`src/rtl/seg7_pkg.sv`:
```
// Shared types and the active-low 0-F glyph table for the seg7 scan display.
package seg7_pkg;

  typedef logic [6:0] seg_t;  // {g,f,e,d,c,b,a}, 0 = segment lit

  localparam seg_t SEG_OFF = 7'h7F;

  localparam seg_t GLYPH [16] = '{
    7'b1000000, 7'b1111001, 7'b0100100, 7'b0110000,
    7'b0011001, 7'b0010010, 7'b0000010, 7'b1111000,
    7'b0000000, 7'b0010000, 7'b0001000, 7'b0000011,
    7'b1000110, 7'b0100001, 7'b0000110, 7'b0001110
  };

endpackage

```
`src/rtl/seg7_glyph.sv`:
```
// Combinational nibble to active-low 7-segment glyph lookup.
module seg7_glyph
  import seg7_pkg::*;
(
  input  logic [3:0] nibble_i,
  output seg_t       seg_o
);

  assign seg_o = GLYPH[nibble_i];

endmodule

```
`src/rtl/seg7_scan_display.sv`:
```
// Time-multiplexed common-anode 7-segment scanner with blanking and blinking.
// Define SEG7_LZ_SUPPRESS_EN to blank leading zero digits (digit 0 always shown).
module seg7_scan_display
  import seg7_pkg::*;
#(
  parameter int NUM_DIGITS = 4,
  parameter int SCAN_DIV   = 50000,
  parameter int BLINK_DIV  = 64
) (
  input  logic                    clk,
  input  logic                    rst_n,
  input  logic [4*NUM_DIGITS-1:0] value,
  input  logic                    load,
  input  logic                    apaga,
  input  logic [NUM_DIGITS-1:0]   blank_mask,
  input  logic [NUM_DIGITS-1:0]   blink_mask,
  output seg_t                    seg,
  output logic [NUM_DIGITS-1:0]   an
);

  localparam int IDX_W = (NUM_DIGITS > 1) ? $clog2(NUM_DIGITS) : 1;
  localparam int PRE_W = (SCAN_DIV > 1) ? $clog2(SCAN_DIV) : 1;
  localparam int BLK_W = (BLINK_DIV > 1) ? $clog2(BLINK_DIV) : 1;

  localparam logic [PRE_W-1:0]      PRE_LAST = PRE_W'(SCAN_DIV - 1);
  localparam logic [IDX_W-1:0]      IDX_LAST = IDX_W'(NUM_DIGITS - 1);
  localparam logic [BLK_W-1:0]      BLK_LAST = BLK_W'(BLINK_DIV - 1);
  localparam logic [NUM_DIGITS-1:0] AN_ONE   = NUM_DIGITS'(1);

  logic [4*NUM_DIGITS-1:0] shadow_q, shadow_d;
  logic [PRE_W-1:0]        pre_q, pre_d;
  logic [IDX_W-1:0]        idx_q, idx_d;
  logic [BLK_W-1:0]        blk_q, blk_d;
  logic                    blink_off_q, blink_off_d;
  seg_t                    seg_q, seg_d;
  logic [NUM_DIGITS-1:0]   an_q, an_d;

  logic       tick;
  logic       frame_done;
  logic [3:0] nib [NUM_DIGITS];
  logic [3:0] cur_nib;
  seg_t       cur_glyph;
  logic       lz_off;
  logic       digit_off;

  genvar gi;
  generate
    for (gi = 0; gi < NUM_DIGITS; gi++) begin : g_nib
      assign nib[gi] = shadow_q[4*gi +: 4];
    end
  endgenerate

  assign tick       = (pre_q == PRE_LAST);
  assign frame_done = tick && (idx_q == IDX_LAST);
  assign cur_nib    = nib[idx_q];

  seg7_glyph u_glyph (
    .nibble_i (cur_nib),
    .seg_o    (cur_glyph)
  );

`ifdef SEG7_LZ_SUPPRESS_EN
  // upper_zero[i] is set when nibbles i..NUM_DIGITS-1 are all zero
  logic [NUM_DIGITS-1:0] upper_zero;
  logic                  zero_acc;

  always_comb begin
    upper_zero = '0;
    zero_acc   = 1'b1;
    for (int i = NUM_DIGITS - 1; i >= 0; i--) begin
      zero_acc      = zero_acc && (nib[i] == 4'h0);
      upper_zero[i] = zero_acc;
    end
  end

  assign lz_off = (idx_q != '0) && upper_zero[idx_q];
`else
  assign lz_off = 1'b0;
`endif

  assign digit_off = apaga
                   | blank_mask[idx_q]
                   | (blink_mask[idx_q] & blink_off_q)
                   | lz_off;

  always_comb begin
    shadow_d    = load ? value : shadow_q;
    pre_d       = tick ? '0 : pre_q + 1'b1;
    idx_d       = idx_q;
    blk_d       = blk_q;
    blink_off_d = blink_off_q;

    if (tick) begin
      idx_d = (idx_q == IDX_LAST) ? '0 : idx_q + 1'b1;
    end

    if (frame_done) begin
      if (blk_q == BLK_LAST) begin
        blk_d       = '0;
        blink_off_d = ~blink_off_q;
      end else begin
        blk_d = blk_q + 1'b1;
      end
    end

    // Outputs come from this cycle's state, so they trail it by one edge
    an_d  = digit_off ? '1 : ~(AN_ONE << idx_q);
    seg_d = digit_off ? SEG_OFF : cur_glyph;
  end

  always_ff @(posedge clk or negedge rst_n) begin
    if (!rst_n) begin
      shadow_q    <= '0;
      pre_q       <= '0;
      idx_q       <= '0;
      blk_q       <= '0;
      blink_off_q <= 1'b0;
      seg_q       <= SEG_OFF;
      an_q        <= '1;
    end else begin
      shadow_q    <= shadow_d;
      pre_q       <= pre_d;
      idx_q       <= idx_d;
      blk_q       <= blk_d;
      blink_off_q <= blink_off_d;
      seg_q       <= seg_d;
      an_q        <= an_d;
    end
  end

  assign seg = seg_q;
  assign an  = an_q;

endmodule

```
`config.mk`:
```
export PLATFORM = sky130hd
export DESIGN_NAME = seg7_scan_display
export DESIGN_NICKNAME = d
export VERILOG_FILES = /design/src/rtl/seg7_pkg.sv /design/src/rtl/seg7_glyph.sv /design/src/rtl/seg7_scan_display.sv
export SDC_FILE = /design/constraint.sdc
export NUM_CORES = 1
export LEC_CHECK = 0
export ABC_AREA = 1
export BUFFER_PORTS_ARGS = -buffer_cell sky130_fd_sc_hd__buf_2
export CAP_MARGIN = 20
export CORE_AREA = 2 2 83 85
export CTS_CLUSTER_SIZE = 40
export DETAILED_ROUTE_END_ITERATION = 10
export DIE_AREA = 0 0 85 87
export SLEW_MARGIN = 5
export SYNTH_ARGS = -nofsm -noshare
export SYNTH_HDL_FRONTEND = slang
export SYNTH_SLANG_ARGS = --single-unit
```
`constraint.sdc`:
```
create_clock -name clk -period 2.2 [get_ports clk]
set_clock_uncertainty 0.1 [all_clocks]
set_input_delay 0.22 -clock clk [delete_from_list [all_inputs] [get_ports clk]]
set_output_delay 0.22 -clock clk [all_outputs]
set_load 0.02 [all_outputs]
```
==> metrics.md, run 1 <==
| Metric | Value |
|---|---|
| Status | `finished clean` |
| CTS clock-pin slew for the worst setup and hold paths | `0.11 ns` |
| Setup bufs post-CTS | `0` |
| H-tree Lvls | `2` |
| Area of the core | `6570 sq um` |
| Die Y | `87 microns` |
| Slew @ Worst Pin | `0.523 ns` |
| EDFF count, synth | `0` |
| # resized after CTS | `0` |
| Worst-skew pair later-pin latency | `0.32 ns` |
| Gp weighted congestion | `0.874` |
| MaxCap Viol Count | `0` |
| Count of final setup violators | `0` |
| Clk pwr share | `32.9%` |
| Dpl ws | `0.355 ns` |
| Post-Syn Area | `2880 sq um` |
| CP Class | `reg -> reg` |
| Avg Cell Area, Syn | `8.37 sq um` |
| PortBufs | `38` |
| Top_reg_cell synth | `dfrtp_1` |
| Achievable Freq | `538 MHz` |
| First-pass GRT wire length | `9380 microns` |
| Final min period | `1.86 ns` |
| Syn Inst Count | `344` |
| Worst Hold Depth | `2` |
| Synth top area share | `35.7%` |
| RSZ-0062 raised after global routing | `false` |
| Grt ovf | `0` |
| Critical path arrival | `2.02 ns` |
| Slew Limit Fails | `0` |
| Syn_nets | `384` |
| Syn-to-layout area delta | `13.6%` |
| # fillers | `632` |
| Initial core utilization | `43.8%` |
| Inserted Diodes | `0` |
| Setup TNS Final | `0 ns` |
| Worst setup slack after layout | `0.340 ns` |
| Initial DRC count | `112` |
| CTS tree | `built` |
| R2R cell count | `9` |
| Final net count | `428` |
| Lkg Pwr | `0.00163 uW` |
| DRC Markers | `0` |
| Max Buffers Root-to-Sink | `2` |
| Switching Fraction | `27.8%` |
| Critical Path RT | `2.36 ns` |
| Seq/Total Area, Yosys | `45.7%` |
| Fraction of layout instances using a drive strength above 1 | `24.7%` |
| DIE AREA | `7400 sq um` |
| Switch Pwr | `515 uW` |
| Synth area leader | `dfrtp_1` |
| Final Hold Violating Endpoints | `0` |
| P per Cell Area | `568 nW/um^2` |
| Via density | `4.67` |
| Area contributors post-synth | `dfrtp_1, nand2_1, dfstp_2` |
| Clk root buf | `clkbuf_8` |
| Detailed-route wire length per cell | `11.4 microns` |
| Cts bufs inserted | `5` |
| Ys Warns | `0` |
| CTS sink count | `52` |
| Total wire length | `5360 microns` |
| Synth cell types | `30` |
| Pin count of the biggest net entering global routing | `31` |
| VDD IR-drop max | `0.000372 V` |
| Routed vias | `2189` |
| Row cnt | `30` |
| Top Ports | `39` |
| Sequential power share | `55.2%` |
| First-pass detailed-route iteration total | `4` |
| Fin crit share | `84.5%` |
| Vias in the first global route | `2031` |
| Worst setup EP type | `flop` |
| Final ANT Viol Nets | `0` |
| Crit-path max FO | `9` |
| Comb power frac | `11.9%` |
| CP startpoint kind | `flop` |
| Internal power | `1340 uW` |
| Asr flop ratio synth | `100%` |
| Initial antenna violation count | `0` |
| Placed wire-length estimate | `4100 microns` |
| Worst Hold Class | `in -> reg` |
| Die X | `85 microns` |
| Flops & latches, synth | `52` |
| Total GRT Usage | `15.8%` |
| Relative slew margins | `65.1%` |
[sequential cells by signal (all words and copies together), names as in the netlist]
signal,cells
an,4
pre_q,16
blk_q,6
seg,7
blink_off_q,1
shadow_q,16
idx_q,2
[through the flow]
step	area [sq um]	utilization (%)	hold WS, ns	std cells	total power, uW
floorplan	2880	-	-0.176	344	1180
global placement	3160	48.1	0.128	460	1260
CTS	3270	49.8	0.0122	469	1880
detailed placement	3160	48.1	0.129	460	1270
finish	3270	49.8	0.0184	469	1850
global route	3270	49.8	0.00826	469	1950
[metal layers]
layer	track usage, %	routed length [microns]
met1	22.4	2820
met5	0	0
met3	3.41	174
met4	5.05	68
met2	24.2	2300
[synth_stat cells, types with 3 or more instances]
cell type / number
xor2_1: 7
o21ai_0: 3
mux2_2: 16
inv_1: 42
ha_1: 12
nand4_1: 3
dfstp_2: 11
nor2_1: 31
nand3_1: 34
nand3_2: 3
o21ai_1: 4
nand2_4: 3
dfrtp_1: 41
nand2_1: 102
nor3_1: 7
nor2_2: 4
[logic make-up after synthesis]
family	synth area share, %
simple gates	30.8
fa+ha+maj	5.22
xor+xnor	2.43
mux	6.26
flops	45.7
compound gates	1.78
buf+inv	7.83
[worst paths after layout]
check | slack (ns) | startpoint | end
setup / recovery | 0.34 | idx_q[1]$_DFFE_PN0N_ | seg[3]$_DFF_PN1_
hold / removal | 0.02 | value[6] | shadow_q[6]$_DFFE_PN0P_
setup reg to reg | 0.34 | idx_q[1]$_DFFE_PN0N_ | seg[3]$_DFF_PN1_
hold reg to reg | 0.36 | pre_q[0]$_DFF_PN0_ | pre_q[0]$_DFF_PN0_
max in group asynchronous | 1.17 | rst_n | blk_q[2]$_DFFE_PN0P_
min in group asynchronous | 0.30 | rst_n | pre_q[0]$_DFF_PN0_
[layout make-up]
class	instances	area [sq um]	share of cell area, %
well taps	80	100	3.06
flip-flops and latches	52	1320	40.2
clock inverters	3	28.8	0.881
multi-input cells	240	1340	40.9
inverters	47	183	5.59
clock buffers	5	68.8	2.11
repair buffers	42	235	7.20
[power groups by stage]
stage	logic, uW	registers, uW	clock network (uW)
after detailed placement	224	1040	0
after global placement	222	1040	0
final	221	1020	610
after CTS	226	1020	633
after floorplan	131	1050	0
after global routing	254	1030	668
[worst max-delay path, cell delays in order, from the launching register on]
cell and delay [ns]:
dfrtp_1 0.53, inv_2 0.22, nand3_1 0.10, nand2_1 0.19
inv_1 0.12, ha_1 0.22, nand3_1 0.13, nand2_1 0.07
nand2_1 0.06, nand3_1 0.07
[cells in the final DEF, fill, tap and decap left out, drive strengths merged, types with 2 or more instances in the layout]
cell / Yosys / layout
a21oi: 2 / 2
buf: 4 / 41
clkbuf: 1 / 5
dfrtp: 41 / 41
dfstp: 11 / 11
ha: 12 / 12
inv: 46 / 49
mux2: 16 / 16
nand2: 107 / 107
nand3: 39 / 39
nand3b: 2 / 2
nand4: 3 / 3
nor2: 36 / 36
nor3: 7 / 7
o21ai: 7 / 7
xor2: 7 / 7
[what timing repair did]
| item | CTS | global route |
|---|---|---|
| endpoints found under the setup margin | 0 | 0 |
| hold endpoints to repair | 11 | 0 |
| hold buffers | 1 | 0 |
(Power assumes the default switching activity.)
==> run 2: changes to the inputs <==
--- a/config.mk
+++ b/config.mk
@@ -12,6 +12,7 @@
 export CTS_CLUSTER_SIZE = 40
 export DETAILED_ROUTE_END_ITERATION = 10
 export DIE_AREA = 0 0 85 87
+export PLACE_DENSITY = 0.67
 export SLEW_MARGIN = 5
 export SYNTH_ARGS = -nofsm -noshare
 export SYNTH_HDL_FRONTEND = slang
==> constraint.sdc (replaced) <==
create_clock -name clk -period 1.7 [get_ports clk]
set_clock_uncertainty 0.1 [all_clocks]
set_input_delay 0.17 -clock clk [delete_from_list [all_inputs] [get_ports clk]]
set_output_delay 0.17 -clock clk [all_outputs]
set_load 0.02 [all_outputs]
==> metrics.md, run 2 (synthesis results as in run 1) <==
| Metric | Value |
|---|---|
| Status | `finished clean (unchanged)` |
| Final net count | `457 (was 428)` |
| Reg2reg end | `seg[0]$_DFF_PN1_ (was seg[3]$_DFF_PN1_)` |
| Initial DRC count | `76 (was 112)` |
| Achievable Freq | `619 MHz (was 538 MHz)` |
| VDD IR-drop max | `0.000322 V (was 0.000372 V)` |
| Worst setup slack after layout | `0.0844 ns (was 0.340 ns)` |
| Highest-delay cell along the critical path | `dfrtp_2 (was dfrtp_1)` |
| P per Cell Area | `670 nW/um^2 (was 568 nW/um^2)` |
| CTS tree | `built (unchanged)` |
| Final Hold Violating Endpoints | `0 (unchanged)` |
| Critical path depth | `10 (was 9)` |
| Critical path arrival | `1.76 ns (was 2.02 ns)` |
| Total GRT Usage | `16.3% (was 15.8%)` |
| Worst Hold Class | `in -> reg (unchanged)` |
| CP Class | `reg -> reg (unchanged)` |
| Vias in the first global route | `2171 (was 2031)` |
| First-pass GRT wire length | `9760 microns (was 9380 microns)` |
| Slew Limit Fails | `0 (unchanged)` |
| PortBufs | `38 (unchanged)` |
| R2r setup slk | `0.08 ns (was 0.34 ns)` |
| DIE AREA | `7400 sq um (unchanged)` |
| MaxCap Viol Count | `0 (unchanged)` |
| CTS sink count | `52 (unchanged)` |
| Die Y | `87 microns (unchanged)` |
| Routed vias | `2357 (was 2189)` |
| Utilization after layout | `55.3% (was 49.8%)` |
| Critical Path RT | `1.85 ns (was 2.36 ns)` |
| Worst Hold Depth | `7 (was 2)` |
| Placed wire-length estimate | `4190 microns (was 4100 microns)` |
| Dpl cell area | `3230 sq um (was 3160 sq um)` |
| Final min period | `1.62 ns (was 1.86 ns)` |
| Count of final setup violators | `0 (unchanged)` |
| CTS clock-pin slew for the worst setup and hold paths | `0.10 ns (was 0.11 ns)` |
| Sequential Area | `1320 sq um (about the same)` |
| # fillers | `594 (was 632)` |
| Worst Hold End | `seg[1]$_DFF_PN1_ (was shadow_q[6]$_DFFE_PN0P_)` |
| Cts bufs inserted | `5 (unchanged)` |
| Crit-path max FO | `7 (was 9)` |
| Gp weighted congestion | `0.867 (was 0.874)` |
| Syn-to-layout area delta | `26.1% (was 13.6%)` |
| Worst-path cell chain | `buf_6, nand2_1, nand3_1, nand2_4, inv_4, ha_4, inv_1, nand2_1, nand3_1, nand3_2 (was inv_2, nand3_1, nand2_1, inv_1, ha_1, nand3_1, nand2_1, nand2_1, nand3_1)` |
| DRC Markers | `0 (unchanged)` |
| Top Ports | `39 (unchanged)` |
| CP startpoint kind | `flop (unchanged)` |
| Worst setup EP type | `flop (unchanged)` |
| Inserted Diodes | `0 (unchanged)` |
| Initial antenna violation count | `0 (unchanged)` |
| Worst path top cell family by delay | `simple AND/OR/NAND/NOR gates (unchanged)` |
| Final ANT Viol Nets | `0 (unchanged)` |
| Most common cell after layout, fill and taps aside | `nand2_1 (unchanged)` |
| Fin crit share | `95.0% (was 84.5%)` |
| Initial core utilization | `43.8% (unchanged)` |
| Commonest non-fill, non-tap cells in the layout | `nand2_1, dfrtp_1, inv_1 (was nand2_1, inv_1, dfrtp_1)` |
| Row cnt | `30 (unchanged)` |
| Total wire length | `5770 microns (was 5360 microns)` |
| Tot Pwr | `2430 uW (was 1850 uW)` |
| Grt ovf | `0 (unchanged)` |
| RSZ-0062 raised after global routing | `true (was false)` |
| Detailed-route wire length per cell | `11.6 microns (was 11.4 microns)` |
| Finished layout cell area | `3630 sq um (was 3270 sq um)` |
| Dpl ws | `-0.0555 ns (was 0.355 ns)` |
| H-tree Lvls | `2 (unchanged)` |
| Worst-skew pair later-pin latency | `0.31 ns (was 0.32 ns)` |
| Multi-input logic area | `1420 sq um (was 1340 sq um)` |
| R2R cell count | `10 (was 9)` |
| Pin count of the biggest net entering global routing | `25 (was 31)` |
| Worst path bufs/invs | `3 (was 2)` |
| Area of the core | `6570 sq um (unchanged)` |
| Hold_sp | `apaga (was value[6])` |
| Setup TNS Final | `0 ns (unchanged)` |
| Slew @ Worst Pin | `0.508 ns (was 0.523 ns)` |
| Die X | `85 microns (unchanged)` |
| Max Buffers Root-to-Sink | `2 (unchanged)` |
| CP max stage delay | `0.48 ns (was 0.53 ns)` |
| Relative slew margins | `66.2% (was 65.1%)` |
| Via density | `4.73 (was 4.67)` |
| Reg-to-reg startpoint | `idx_q[0]$_DFFE_PN0N_ (was idx_q[1]$_DFFE_PN0N_)` |
| Lkg Pwr | `0.00177 uW (was 0.00163 uW)` |
| Clk root buf | `clkbuf_8 (unchanged)` |
| Fraction of layout instances using a drive strength above 1 | `29.7% (was 24.7%)` |
| First-pass detailed-route iteration total | `4 (unchanged)` |
==> run 2: cell count changes in the layout (fill, tap and decap cells not counted), moves of 2 or more <==
cell and change:
dlygate4sd3_1 +16, buf_4 +10, ha_1 -5, ha_4 +3, inv_1 -3, nand3_1 -3
nand3_2 +3, buf_6 +2, ha_2 +2, inv_4 +2, nand2_1 -2, nand2_4 +2
==> run 2: how the worst max path moves through the flow <==
stage	start	to
floorplan	idx_q[0]$_DFFE_PN0N_	seg[5]$_DFF_PN1_
global placement	idx_q[0]$_DFFE_PN0N_	seg[0]$_DFF_PN1_
detailed placement	idx_q[0]$_DFFE_PN0N_	seg[5]$_DFF_PN1_
CTS	idx_q[0]$_DFFE_PN0N_	seg[0]$_DFF_PN1_
global route	idx_q[0]$_DFFE_PN0N_	seg[3]$_DFF_PN1_
finish	idx_q[0]$_DFFE_PN0N_	seg[0]$_DFF_PN1_
==> run 2: worst reg2reg max path, cell delays in order (launching register included) <==
cell and delay, ns:
dfrtp_2 0.48, buf_6 0.15, nand2_1 0.05, nand3_1 0.12
nand2_4 0.12, inv_4 0.06, ha_4 0.16, inv_1 0.07
nand2_1 0.07, nand3_1 0.09, nand3_2 0.08
==> run 2: cell type report <==
cell class / count / share of cell area, %
Multi-Input combinational cell: 240 / 39.1
Sequential cell: 52 / 36.3
Timing Repair Buffer: 71 / 14.1
Inverter: 47 / 5.17
Tap cell: 80 / 2.76
Clock buffer: 5 / 1.90
Clock inverter: 3 / 0.724
==> run 2: stage by stage <==
step	cells	hold slack (ns)
floorplan	344	-0.226
global placement	469	0.0716
detailed placement	469	0.0790
CTS	494	0.179
global route	498	0.222
finish	498	0.180
==> run 2: repair_timing <==
action,CTS,global route
resized for setup,2,22
endpoints found under the hold margin,24,0
hold buffers,17,0
setup endpoints to repair,4,17
buffers inserted,0,4
pin swaps,0,3
==> run 2: routing by layer <==
metal	track usage, %	wire (microns)	up-vias
li1	-	-	1223
met1	22.2	2810	1101
met2	26.8	2760	27
met3	3.03	141	6
met4	3.90	62	0
met5	0	0	-
==> run 2: report_power, final <==
| part | internal (uW) | leakage (uW) | total [uW] | switching, uW |
|---|---|---|---|---|
| sequential | 1300 | 0.000636 | 1330 | 28.5 |
| clock | 304 | 0.0000491 | 754 | 450 |
| combinational | 165 | 0.00108 | 352 | 188 |
